$ cat src/rtl/padlock_pkg.sv
// Shared types and helpers for the multi-digit padlock.
package padlock_pkg;

  typedef enum logic [1:0] {
    StLocked,
    StOpen,
    StLockout
  } state_e;

  // Bits needed to encode one keypad digit; never narrower than one bit.
  function automatic int unsigned digit_w(int unsigned n_keys);
    return (n_keys > 2) ? $clog2(n_keys) : 1;
  endfunction

  // Code 2,1,3,0 in entry order for the default 4-key, 4-digit geometry.
  localparam logic [7:0] DefaultResetCode = 8'h36;

endpackage

$ cat src/rtl/padlock_multi_if.sv
// Keypad/actuator bundle between the debounced buttons and the padlock core.
interface padlock_multi_if #(
  parameter int unsigned N_KEYS   = 4,
  parameter int unsigned CODE_LEN = 4
);
  import padlock_pkg::*;

  localparam int unsigned KW = digit_w(N_KEYS);
  localparam int unsigned DW = $clog2(CODE_LEN + 1);

  logic [N_KEYS-1:0]      keys;
  logic                   open;
  logic                   relock;
  logic                   code_wr;
  logic [CODE_LEN*KW-1:0] code_in;
  logic                   lock;
  logic                   locked_out;
  logic [DW-1:0]          digits;

  modport master (
    output keys, open, relock, code_wr, code_in,
    input  lock, locked_out, digits
  );

  modport slave (
    input  keys, open, relock, code_wr, code_in,
    output lock, locked_out, digits
  );

endinterface

$ cat src/rtl/padlock_keyenc.sv
// Keypad strobe encoder: lowest asserted key index wins.
module padlock_keyenc
  import padlock_pkg::*;
#(
  parameter int unsigned N_KEYS = 4
) (
  input  logic [N_KEYS-1:0]            keys,
  output logic                         valid,
  output logic [digit_w(N_KEYS)-1:0]   digit
);
  localparam int unsigned KW = digit_w(N_KEYS);

  always_comb begin
    valid = |keys;
    digit = '0;
    for (int i = N_KEYS - 1; i >= 0; i--) begin
      if (keys[i]) digit = KW'(i);
    end
  end

endmodule

$ cat src/rtl/padlock_multi.sv
// Programmable combination padlock with auto-relock timer.
// Optional brute-force lockout is built when PADLOCK_LOCKOUT_EN is defined.
module padlock_multi
  import padlock_pkg::*;
#(
  parameter int unsigned N_KEYS                              = 4,
  parameter int unsigned CODE_LEN                            = 4,
  parameter logic [CODE_LEN*digit_w(N_KEYS)-1:0] RESET_CODE  = DefaultResetCode,
  parameter int unsigned UNLOCK_CYCLES                       = 256,
  parameter int unsigned MAX_FAILS                           = 3,
  parameter int unsigned LOCKOUT_CYCLES                      = 1024
) (
  input logic            clk,
  input logic            reset,
  padlock_multi_if.slave bus
);
  localparam int unsigned KW = digit_w(N_KEYS);
  localparam int unsigned DW = $clog2(CODE_LEN + 1);
  localparam int unsigned BW = CODE_LEN * KW;
`ifdef PADLOCK_LOCKOUT_EN
  localparam int unsigned TMax = (UNLOCK_CYCLES > LOCKOUT_CYCLES) ? UNLOCK_CYCLES
                                                                  : LOCKOUT_CYCLES;
  localparam int unsigned FW   = $clog2(MAX_FAILS + 1);
`else
  localparam int unsigned TMax = UNLOCK_CYCLES;
`endif
  localparam int unsigned TW = (TMax > 1) ? $clog2(TMax) : 1;

  if (N_KEYS < 2 || CODE_LEN < 1 || UNLOCK_CYCLES < 1 || MAX_FAILS < 1 ||
      LOCKOUT_CYCLES < 1) begin : g_param_check
    $error("padlock_multi: illegal parameter value");
  end

  state_e          state_q, state_d;
  logic [BW-1:0]   buf_q, buf_d;
  logic [BW-1:0]   code_q, code_d;
  logic [DW-1:0]   cnt_q, cnt_d;
  logic [TW-1:0]   timer_q, timer_d;
  logic            key_valid;
  logic [KW-1:0]   key_digit;
  logic            match;

  padlock_keyenc #(
    .N_KEYS(N_KEYS)
  ) u_keyenc (
    .keys  (bus.keys),
    .valid (key_valid),
    .digit (key_digit)
  );

  assign match = (cnt_q == DW'(CODE_LEN)) && (buf_q == code_q);

`ifdef PADLOCK_LOCKOUT_EN
  logic [FW-1:0] fails_q, fails_d;
  logic          last_try;

  assign last_try = (fails_q == FW'(MAX_FAILS - 1));

  always_comb begin
    fails_d = fails_q;
    if (state_q == StLocked && bus.open) begin
      fails_d = match ? '0 : fails_q + FW'(1);
    end else if (state_q == StLockout && state_d == StLocked) begin
      fails_d = '0;
    end
  end

  always_ff @(posedge clk) begin
    if (reset) fails_q <= '0;
    else       fails_q <= fails_d;
  end
`endif

  always_ff @(posedge clk) begin
    if (reset) state_q <= StLocked;
    else       state_q <= state_d;
  end

  always_comb begin
    state_d = state_q;
    unique case (state_q)
      StLocked: begin
        if (bus.open && match) begin
          state_d = StOpen;
`ifdef PADLOCK_LOCKOUT_EN
        end else if (bus.open && last_try) begin
          state_d = StLockout;
`endif
        end
      end
      StOpen: begin
        if (bus.relock || timer_q == '0) state_d = StLocked;
      end
`ifdef PADLOCK_LOCKOUT_EN
      StLockout: begin
        if (timer_q == '0) state_d = StLocked;
      end
`endif
      default: state_d = StLocked;
    endcase
  end

  always_comb begin
    bus.lock   = (state_q != StOpen);
    bus.digits = cnt_q;
`ifdef PADLOCK_LOCKOUT_EN
    bus.locked_out = (state_q == StLockout);
`else
    bus.locked_out = 1'b0;
`endif
  end

  // Entry buffer, stored code and the shared unlock/lockout countdown.
  always_comb begin
    buf_d   = buf_q;
    cnt_d   = cnt_q;
    code_d  = code_q;
    timer_d = (timer_q != '0) ? timer_q - TW'(1) : timer_q;
    unique case (state_q)
      StLocked: begin
        // A check consumes the buffer; a key in the same cycle is dropped.
        if (bus.open) begin
          buf_d = '0;
          cnt_d = '0;
        end else if (key_valid) begin
          buf_d = buf_q >> KW;
          buf_d[BW-1 -: KW] = key_digit;
          if (cnt_q != DW'(CODE_LEN)) cnt_d = cnt_q + DW'(1);
        end
        if (state_d == StOpen) timer_d = TW'(UNLOCK_CYCLES - 1);
`ifdef PADLOCK_LOCKOUT_EN
        if (state_d == StLockout) timer_d = TW'(LOCKOUT_CYCLES - 1);
`endif
      end
      StOpen: begin
        if (bus.code_wr) code_d = bus.code_in;
      end
      default: ;
    endcase
  end

  always_ff @(posedge clk) begin
    if (reset) begin
      buf_q   <= '0;
      cnt_q   <= '0;
      code_q  <= RESET_CODE;
      timer_q <= '0;
    end else begin
      buf_q   <= buf_d;
      cnt_q   <= cnt_d;
      code_q  <= code_d;
      timer_q <= timer_d;
    end
  end

endmodule

$ cat src/flat_wrapper.sv
// flat-port wrapper written by rule: the top's interface ports become plain ports
module padlock_multi_flat import padlock_pkg::*;
#(
  parameter int unsigned N_KEYS                              = 4,
  parameter int unsigned CODE_LEN                            = 4,
  parameter logic [CODE_LEN*digit_w(N_KEYS)-1:0] RESET_CODE  = DefaultResetCode,
  parameter int unsigned UNLOCK_CYCLES                       = 256,
  parameter int unsigned MAX_FAILS                           = 3,
  parameter int unsigned LOCKOUT_CYCLES                      = 1024
)
  (clk, reset, bus_keys, bus_open, bus_relock, bus_code_wr, bus_code_in, bus_lock, bus_locked_out, bus_digits);
  padlock_multi_if #(.N_KEYS(N_KEYS), .CODE_LEN(CODE_LEN)) bus_i ();
  input logic clk;
  input logic reset;
  input wire logic [$bits(bus_i.keys)-1:0] bus_keys;
  input wire logic [$bits(bus_i.open)-1:0] bus_open;
  input wire logic [$bits(bus_i.relock)-1:0] bus_relock;
  input wire logic [$bits(bus_i.code_wr)-1:0] bus_code_wr;
  input wire logic [$bits(bus_i.code_in)-1:0] bus_code_in;
  output wire logic [$bits(bus_i.lock)-1:0] bus_lock;
  output wire logic [$bits(bus_i.locked_out)-1:0] bus_locked_out;
  output wire logic [$bits(bus_i.digits)-1:0] bus_digits;
  assign bus_i.keys = bus_keys;
  assign bus_i.open = bus_open;
  assign bus_i.relock = bus_relock;
  assign bus_i.code_wr = bus_code_wr;
  assign bus_i.code_in = bus_code_in;
  assign bus_lock = bus_i.lock;
  assign bus_locked_out = bus_i.locked_out;
  assign bus_digits = bus_i.digits;
  padlock_multi #(.N_KEYS(N_KEYS), .CODE_LEN(CODE_LEN), .RESET_CODE(RESET_CODE), .UNLOCK_CYCLES(UNLOCK_CYCLES), .MAX_FAILS(MAX_FAILS), .LOCKOUT_CYCLES(LOCKOUT_CYCLES)) u_core (.clk(clk), .reset(reset), .bus(bus_i));
endmodule
$ cat config.mk
export PLATFORM = sky130hd
export DESIGN_NAME = padlock_multi_flat
export DESIGN_NICKNAME = d
export VERILOG_FILES = /design/src/rtl/padlock_pkg.sv /design/src/rtl/padlock_multi_if.sv /design/src/rtl/padlock_keyenc.sv /design/src/rtl/padlock_multi.sv /design/src/flat_wrapper.sv
export SDC_FILE = /design/constraint.sdc
export NUM_CORES = 1
export LEC_CHECK = 0
export CAP_MARGIN = 20
export CORE_MARGIN = 3
export CORE_UTILIZATION = 64
export CTS_CLUSTER_DIAMETER = 50
export DETAILED_ROUTE_END_ITERATION = 8
export DONT_BUFFER_PORTS = 1
export PLACE_DENSITY = 0.91
export SYNTH_ARGS = -nofsm -noshare
export SYNTH_HDL_FRONTEND = slang
export SYNTH_SLANG_ARGS = --single-unit
$ cat constraint.sdc
create_clock -name clk -period 4.7 [get_ports clk]
set_input_delay 0.47 -clock clk [delete_from_list [all_inputs] [get_ports clk]]
set_output_delay 0.47 -clock clk [all_outputs]
set_load 0.05 [all_outputs]
### After elaboration in Yosys (flattened, before gate mapping)

Cells that the tools add are included.

* register bits after elaboration: 29
* output and inout port bits: 5
* word-level logic and storage cells: 40

* add/subtract/negate cells: 2
* equal/unequal tests: 6
* mux-type cells: 15
* reduce and logical (&&, ||, !) cells: 12

Operators with widths (count)
* two-way mux 8 bit: 5
* two-way mux 2 bit: 6
* two-way mux 3 bit: 3
* == test 8 bit: 1
* logical NOT 8 bit: 1
* nonzero test 8 bit: 1
* subtractor 8 x 1 -> 8 bit (second input constant): 1
* == test 2 x 1 -> 1 bit (second input constant): 2
* case mux 2 bit (2 select lines): 1
* AND reduction 2 bit: 2
* nonzero test 2 bit: 2
* OR reduction 4 bit: 1
* adder 3 x 1 -> 3 bit (second input constant): 1
* == test 3 bit (second input constant): 1
* inequality test 3 bit (second input constant): 1
* AND reduction 3 bit: 1
* logical AND 1 bit: 2
* logical NOT 2 bit: 1
* inequality test 2 x 1 -> 1 bit (second input constant): 1
* logical OR 1 bit: 1

### Logic depth before layout (Yosys ltp)

Gate-level depths: netlist of the first run.

* depth after elaboration: 8
* mapped depth: 7
* depth with buffers taken out: 6

### Modules after synthesis

Synthesis of the first run repeated with hierarchy kept, for this count alone.

* cell total of the unflattened synthesis: 151
* area total of the unflattened synthesis: 1355.0 um^2

By module, submodules not included
* padlock_multi: times used 1, cells an instance 144, area each 1320.0 um^2
* padlock_keyenc: times used 1, cells an instance 7, area each 35.0 um^2

### Worst setup path after synthesis of the first run

Ideal clock, no wire load.

* kind: register to register
* from: register u_core.timer_q[0]
* to: register u_core.timer_q[6]
* data arrival time: 1584 ps
* slack: 2984 ps
* cell stages (with the launch flop): 8
* buffers on the path: 1
* cell sequence: dfxtp_1 -> inv_1 -> ha_1 -> or3b_2 -> clkbuf_1 -> nor3_1 -> mux2i_1 -> o21ai_0

* cells in the longest elaborated chain, start to end: 7
* elaborated cells between the ends (all ways): 10
* those cells by class: add/sub (1); eq/ne (1); mux (5); reduce/logical (3)

RTL lines
* from (decl): RTL line padlock_multi.sv:38 `logic [TW-1:0] timer_q, timer_d;`
* from (signal assigned): RTL line padlock_multi.sv:152 `timer_q <= timer_d;`
* logical NOT 8 bit: RTL line padlock_multi.sv:92 `if (bus.relock || timer_q == '0) state_d = StLocked;`
* logical OR 1 bit: RTL line padlock_multi.sv:92
* two-way mux 2 bit: RTL line padlock_multi.sv:92
* case mux 2 bit (2 select lines): RTL line padlock_multi.sv:81 `unique case (state_q)`
* == test 2 x 1 -> 1 bit: RTL line padlock_multi.sv:130 `if (state_d == StOpen) timer_d = TW'(UNLOCK_CYCLES - 1);`
* two-way mux 8 bit: RTL line padlock_multi.sv:130
* two-way mux 8 bit (*): RTL line padlock_multi.sv:119 `unique case (state_q)`

Mark *: on every way between the ends. The rest lies on a longest branch, timed or not.
A chain may end at the register's enable or synchronous reset.

### Final worst setup path of the first run

* from: register u_core.timer_q[0]
* to: register u_core.timer_q[3]

Same word-level chain as after synthesis.

==> results of run 1 <==
[placed cells by master, fill, tap and decap left out, drive strengths merged, types with 4 or more instances in the layout]
cell type	synthesis	layout
or4	5	5
dfxtp	29	29
a21oi	6	6
nor3	6	6
a22oi	6	6
a211o	4	4
o21ai	9	9
clkbuf	5	7
xor2	9	9
mux2i	6	6
nor2	20	20
inv	9	9
[routing by layer]
layer	global-route usage, %	up-vias
met4	6.55	0
met5	0	-
met2	39.7	39
li1	-	522
met1	22.0	501
met3	11.2	12
[final cells by class]
type | count | area, sq um
clock buffers | 7 | 55.1
flip-flops and latches | 29 | 581
well taps | 25 | 31.3
multi-input cells | 104 | 704
fillers | 136 | 453
inverters | 9 | 33.8
[cells by family after synthesis]
group                    count (synthesis)  share of synthesized area [%]
AO/OA/AOI/OAI                           30                           15.1
flip-flops                              29                           43.2
adder cells (fa/ha/maj)                  3                           2.79
XOR/XNOR                                12                           7.81
multiplexers                             7                           5.30
AND/OR/NAND/NOR                         50                           20.8
buffers and inverters                   16                           4.74
other                                    1                          0.279
[report_power, final]
part / switching (W) / internal (W)
combinational: 0.000102 / 0.0000959
sequential: 0.0000329 / 0.000274
clock: 0.0000828 / 0.0000704
[state kept, by name, indices dropped and copies added (netlist names)]
signal             count
u_core.timer_q         8
u_core.state_q         2
u_core.bus.digits      3
u_core.code_q          8
u_core.buf_q           8
[worst max-delay path by stage]
stage / start / end / slack [ns] / depth (start not counted)
floorplan: u_core.timer_q[0] / u_core.timer_q[6] / 2.98 / 7
global placement: bus_keys[2] / u_core.bus.digits[1] / 2.99 / 4
detailed placement: u_core.timer_q[0] / u_core.timer_q[3] / 2.92 / 6
CTS: u_core.bus.digits[0] / u_core.timer_q[7] / 2.91 / 6
global route: u_core.bus.digits[0] / u_core.timer_q[4] / 2.68 / 6
finish: u_core.timer_q[0] / u_core.timer_q[3] / 2.88 / 6
[stage by stage]
| step | hold slack, ns | utilization [%] |
|---|---|---|
| after floorplan | 0.456 | - |
| after global placement | 0.467 | 72.7 |
| after detailed placement | 0.474 | 72.7 |
| after CTS | 0.184 | 75.6 |
| after global routing | 0.162 | 75.6 |
| final | 0.190 | 75.6 |
[Yosys cell counts (all sizes together) (2+ instances only)]
library cell	n	share of area, %
a211o	4	2.6
a21oi	6	2.5
a22oi	6	3.3
buf	2	0.84
clkbuf	5	1.4
dfxtp	29	43
ha	3	2.8
inv	9	2.5
mux2i	6	4.5
nand2	3	0.84
nand3b	2	1.1
nand4	2	0.93
nor2	20	5.8
nor2b	2	0.93
nor3	6	2.2
nor3b	2	1.1
nor4	3	1.4
o21ai	9	3.6
or4	5	3.3
xnor2	3	2.0
xor2	9	5.9
[worst max-delay path, delay by kind of cell (launching register included)]
kind / cells / cell delay [ns]
DFF: 1 / 0.36
xor gates and xnor gates: 1 / 0.18
adders and majority gates: 1 / 0.25
AOI/OAI and AO/OA: 2 / 0.64
and+or+nand+nor: 1 / 0.17
buffers and inverters: 1 / 0.08
==> impl_results.md, run 1 <==
- Crit share post-route: 38.6%
- Share of layout cells above drive strength 1: approximately a tenth
- Clock sinks: 29
- Syn Area/Cell: 9.09 sq um
- Maximum number of pins on one net before global-route repair: 30
- Reg2reg end: u_core.timer_q[3]
- Finished layout cell area: 0.00141 sq mm
- Worst Hold End: u_core.bus.digits[1]
- Routed via count: 1,074
- Top Metal Used: met4
- Yosys reg bits: 29
- Clock Tree Buf Depth: 2
- Critical path fanouts, max: 5
- Fin cells: 174
- # hold bufs at CTS: 0
- Core ar.: ~0.0019 sq mm
- Clk slew on worst S/H paths: 0.08 ns
- DIE HEIGHT: just over 50 um
- Status: completed
- Placed Instances: about 170
- Slowest CP cell: a2111oi_0
- Worst-path cell chain: inv_1 -> ha_1 -> nor3b_1 -> a2111oi_0 -> xnor2_1 -> o21ai_0
- Ys Warns: 0
- Worst vdd ir: approximately 0.28 mV
- Met3 WL: 160 um
- Worst EP required: 4.91 ns
- Clk_skew: 0.00480 ns
- Antenna violations before repair: 0
- First-pass GRT wire length: 4260 um
- Number of diodes: 0
- Cts bufs inserted: 5
- Minimum clock period: 1.82 ns
- GRT Resource Usage Total: 22.2%
- Post-Syn Instances: 148
- CTS tree: done
- Die Area: 0.00269 sq mm
- Leakage: 0.569 nW
- Global placement routability congestion: ~0.83
- Post-cts resize count: 0
- HP Class: input port to flop
- Routed len/inst: 14.9 um
- Root buffer cell: clkbuf_4
- IO Port Bufs: 0
- 1st-iter DRT viols: 16
- Final Hold Vio Count: 0
- Placed Area: about 0.0014 sq mm
- Post-synth EDFFs: 0
- Hold Crit Depth: 1
- Critical path class: flop to flop
- Final Routed Wirelength: 2590 um
- Area grow syn2layout: 4.47%
- Setup_tns: 0 ns
- Top_reg_cell synth: dfxtp_1
- Worst min-delay path startpoint: reset
- Initial Util: 72.4%
- Worst reg-to-reg setup slack: 2.88 ns
- Fmax achieved: 551 MHz
- Met2 wire len: between 1000 and 1500 um
- Unrepaired setup endpoints after global routing: no
- DR vias/cell: 6.17
- CP Launch Type: flop
- R2r startpoint: u_core.timer_q[0]
- Synth cell types: 38
- CP endpoint kind: flop
- Final Net Count: 169
- Fin worst setup slack: approximately 2.9 ns
- Std-Cell Rows: 15
- Pwr Density: ~470 mW/mm^2
- Htree depth: 2
- Setup Buffers After CTS: 0
- Total gr overflow: 0
- Area of the mapped netlist: 0.00135 sq mm
- Slew margin rel.: 59.5%
- Ys async rst share: 0%
- Iteration count of the initial detailed-routing pass: 4
- Worst-margin pin slew: 0.592 ns
- IO Pins: 22
- Vias in the first global route: around 1,000
- Detail Route Antenna Nets: 0
- Die width: 51.8 um
- Seq/Total Area, Yosys: 43.2%
- Crit path DAT: approximately 2.0 ns
- M1 WL: 1050 um
- Crit-path max cell delay: approximately 0.56 ns
- Drt drc: 0
- R2R depth: 6
- Max Cap Viol: 0
- Clock Latency Late Sink: ~0.33 ns
- Fin. max-slew vios: 0
- Post-Place Setup Slack: a little under 3 ns
- Final HPWL DP: roughly 1900 um
- Total Power: 0.000658 W
- Final setup viols: 0
Power figures use the tool's default switching activity.
==> run 2: changes to the inputs <==
- CORE_UTILIZATION: 64 -> 55
- PLACE_DENSITY: 0.91 -> 0.84
- clock period: 4.7 -> 1.5 ns (I/O delays scaled with it)
==> impl_results.md, run 2 (same netlist as run 1, synthesis figures left out) <==
- Detail Route Antenna Nets: 0
- Finished layout cell area: 0.00161 sq mm
- First-pass GRT wire length: between 4000 and 5000 um
- DIE HEIGHT: 55.5 um
- CP endpoint kind: flop
- Std-Cell Rows: 17
- Fin. max-slew vios: 0
- Max Cap Viol: 0
- Pwr Density: ~1500 mW/mm^2
- Crit share post-route: 109%
- Clk slew on worst S/H paths: approximately 0.09 ns
- Failing checks: hold timing, setup timing
- Routed len/inst: between 15 and 20 um
- Slew margin rel.: 59.6%
- Most common cell after layout, fill and taps aside: dfxtp_1
- Fin Hold WS: -0.119 ns
- Final setup viols: 4
- Cts bufs inserted: 5
- Clock sinks: 29
- Crit path buffers/inverters: 0
- Initial Util: 59.1%
- Drt drc: 0
- Fin worst setup slack: -0.129 ns
- Area grow syn2layout: 19.5%
- GRT Resource Usage Total: 19.7%
- Worst-path cell chain: or4_4 -> or4_1 -> a21oi_1 -> o21ai_1
- Antenna violations before repair: 0
- Clock Tree Buf Depth: 2
- Total Power: 0.00244 W
- Maximum number of pins on one net before global-route repair: 30
- IO Pins: 22
- Crit-path max cell delay: 0.55 ns
- Placed Area: 0.00150 sq mm
- Largest regs: u_core.buf_q (8), u_core.code_q (8), u_core.timer_q (8)
- Fmax achieved: between 600 and 700 MHz
- Placed Instances: 185
- HP Class: input port to flop
- Share of layout cells above drive strength 1: 26.2%
- Slowest CP cell: or4_4
- CTS tree: done
- Most frequent cells in the layout: 24 x dfxtp_1, 18 x nor2_1, 17 x buf_4
- Worst vdd ir: 1.31 mV
- 1st-iter DRT viols: 37
- Setup_tns: -0.264 ns
- Final Hold Vio Count: 28
- Vias in the first global route: ~1,200
- Iteration count of the initial detailed-routing pass: 4
- Root buffer cell: clkbuf_4
- Global placement routability congestion: between 0.7 and 0.8
- Critical path class: flop to flop
- Final Net Count: 187
- Unrepaired setup endpoints after global routing: yes
- DR vias/cell: 5.82
- Leakage: 0.665 nW
- IO Port Bufs: 0
- Routed via count: about 1,100
- Clock Latency Late Sink: 0.32 ns
- Family with the most delay on the worst path: simple AND/OR/NAND/NOR gates
- Crit path DAT: 1.85 ns
- Status: finished, violations left
- Critical path fanouts, max: 3
- Final Routed Wirelength: 2990 um
- Filler cells: 167
- Total gr overflow: 0
- Final HPWL DP: 2090 um
- Core ar.: ~0.0023 sq mm
- Worst-margin pin slew: 0.601 ns
- Worst EP required: 1.72 ns
- Die Area: 0.00307 sq mm
- Number of diodes: 0
- Minimum clock period: 1.63 ns
- Htree depth: 2
- Fin cells: 196
- Die width: 55.5 um
- CP Launch Type: flop
- # hold bufs at CTS: 1
- Clk_skew: 0.0123 ns
[run 2: metrics by stage]
stage	hold WS, ns	utilization, %	setup WS [ns]
floorplan	0.255	-	-0.0426
global placement	0.211	65.8	-0.0547
detailed placement	0.211	65.8	-0.152
CTS	-0.130	69.3	-0.116
global route	-0.134	70.6	-0.165
finish	-0.119	70.6	-0.129
[run 2: power by group]
| part | switching, W | total, W | internal (W) |
|---|---|---|---|
| sequential | 0.0000840 | 0.000947 | 0.000863 |
| combinational | 0.000526 | 0.00106 | 0.000535 |
| clock | 0.000250 | 0.000437 | 0.000186 |
[run 2: final cells by class]
cell class,count,area (sq um),share of cell area [%]
sequential,29,587,36.5
clock buffer,8,48.8,3.04
tap,28,35.0,2.18
multi-input combinational,104,766,47.6
inverter,9,33.8,2.10
timing repair buffer,18,138,8.56
[run 2: path summary, 6_finish.rpt]
kind	from	endpoint	slack (ns)	depth (start not counted)
worst max-delay path	u_core.timer_q[0]	u_core.timer_q[7]	-0.13	4
worst min-delay path	reset	u_core.bus.digits[1]	-0.12	1
worst max register to register	u_core.timer_q[0]	u_core.timer_q[7]	-0.13	4
worst min register to register	u_core.buf_q[6]	u_core.buf_q[6]	0.49	2
[run 2: what timing repair did]
item | 4_1_cts | 5_1_grt
endpoints found under the hold margin | 28 | 28
buffers inserted | 1 | 1
pin swaps | 0 | 2
endpoints found under the setup margin | 7 | 9
gates resized for setup | 6 | 6
[run 2: per-layer routing]
layer,GRT usage (%),vias up,routed length [um]
met5,0,-,0
met4,7.29,0,63
met3,8.18,7,184
met2,34.5,34,1560
met1,20.9,539,1180
li1,-,560,-
==> run 3: changes to the inputs <==
- SLEW_MARGIN: not set -> 15
==> results of run 3 <==
Same layout as run 2: the final DEF is identical, and so are final timing and power.
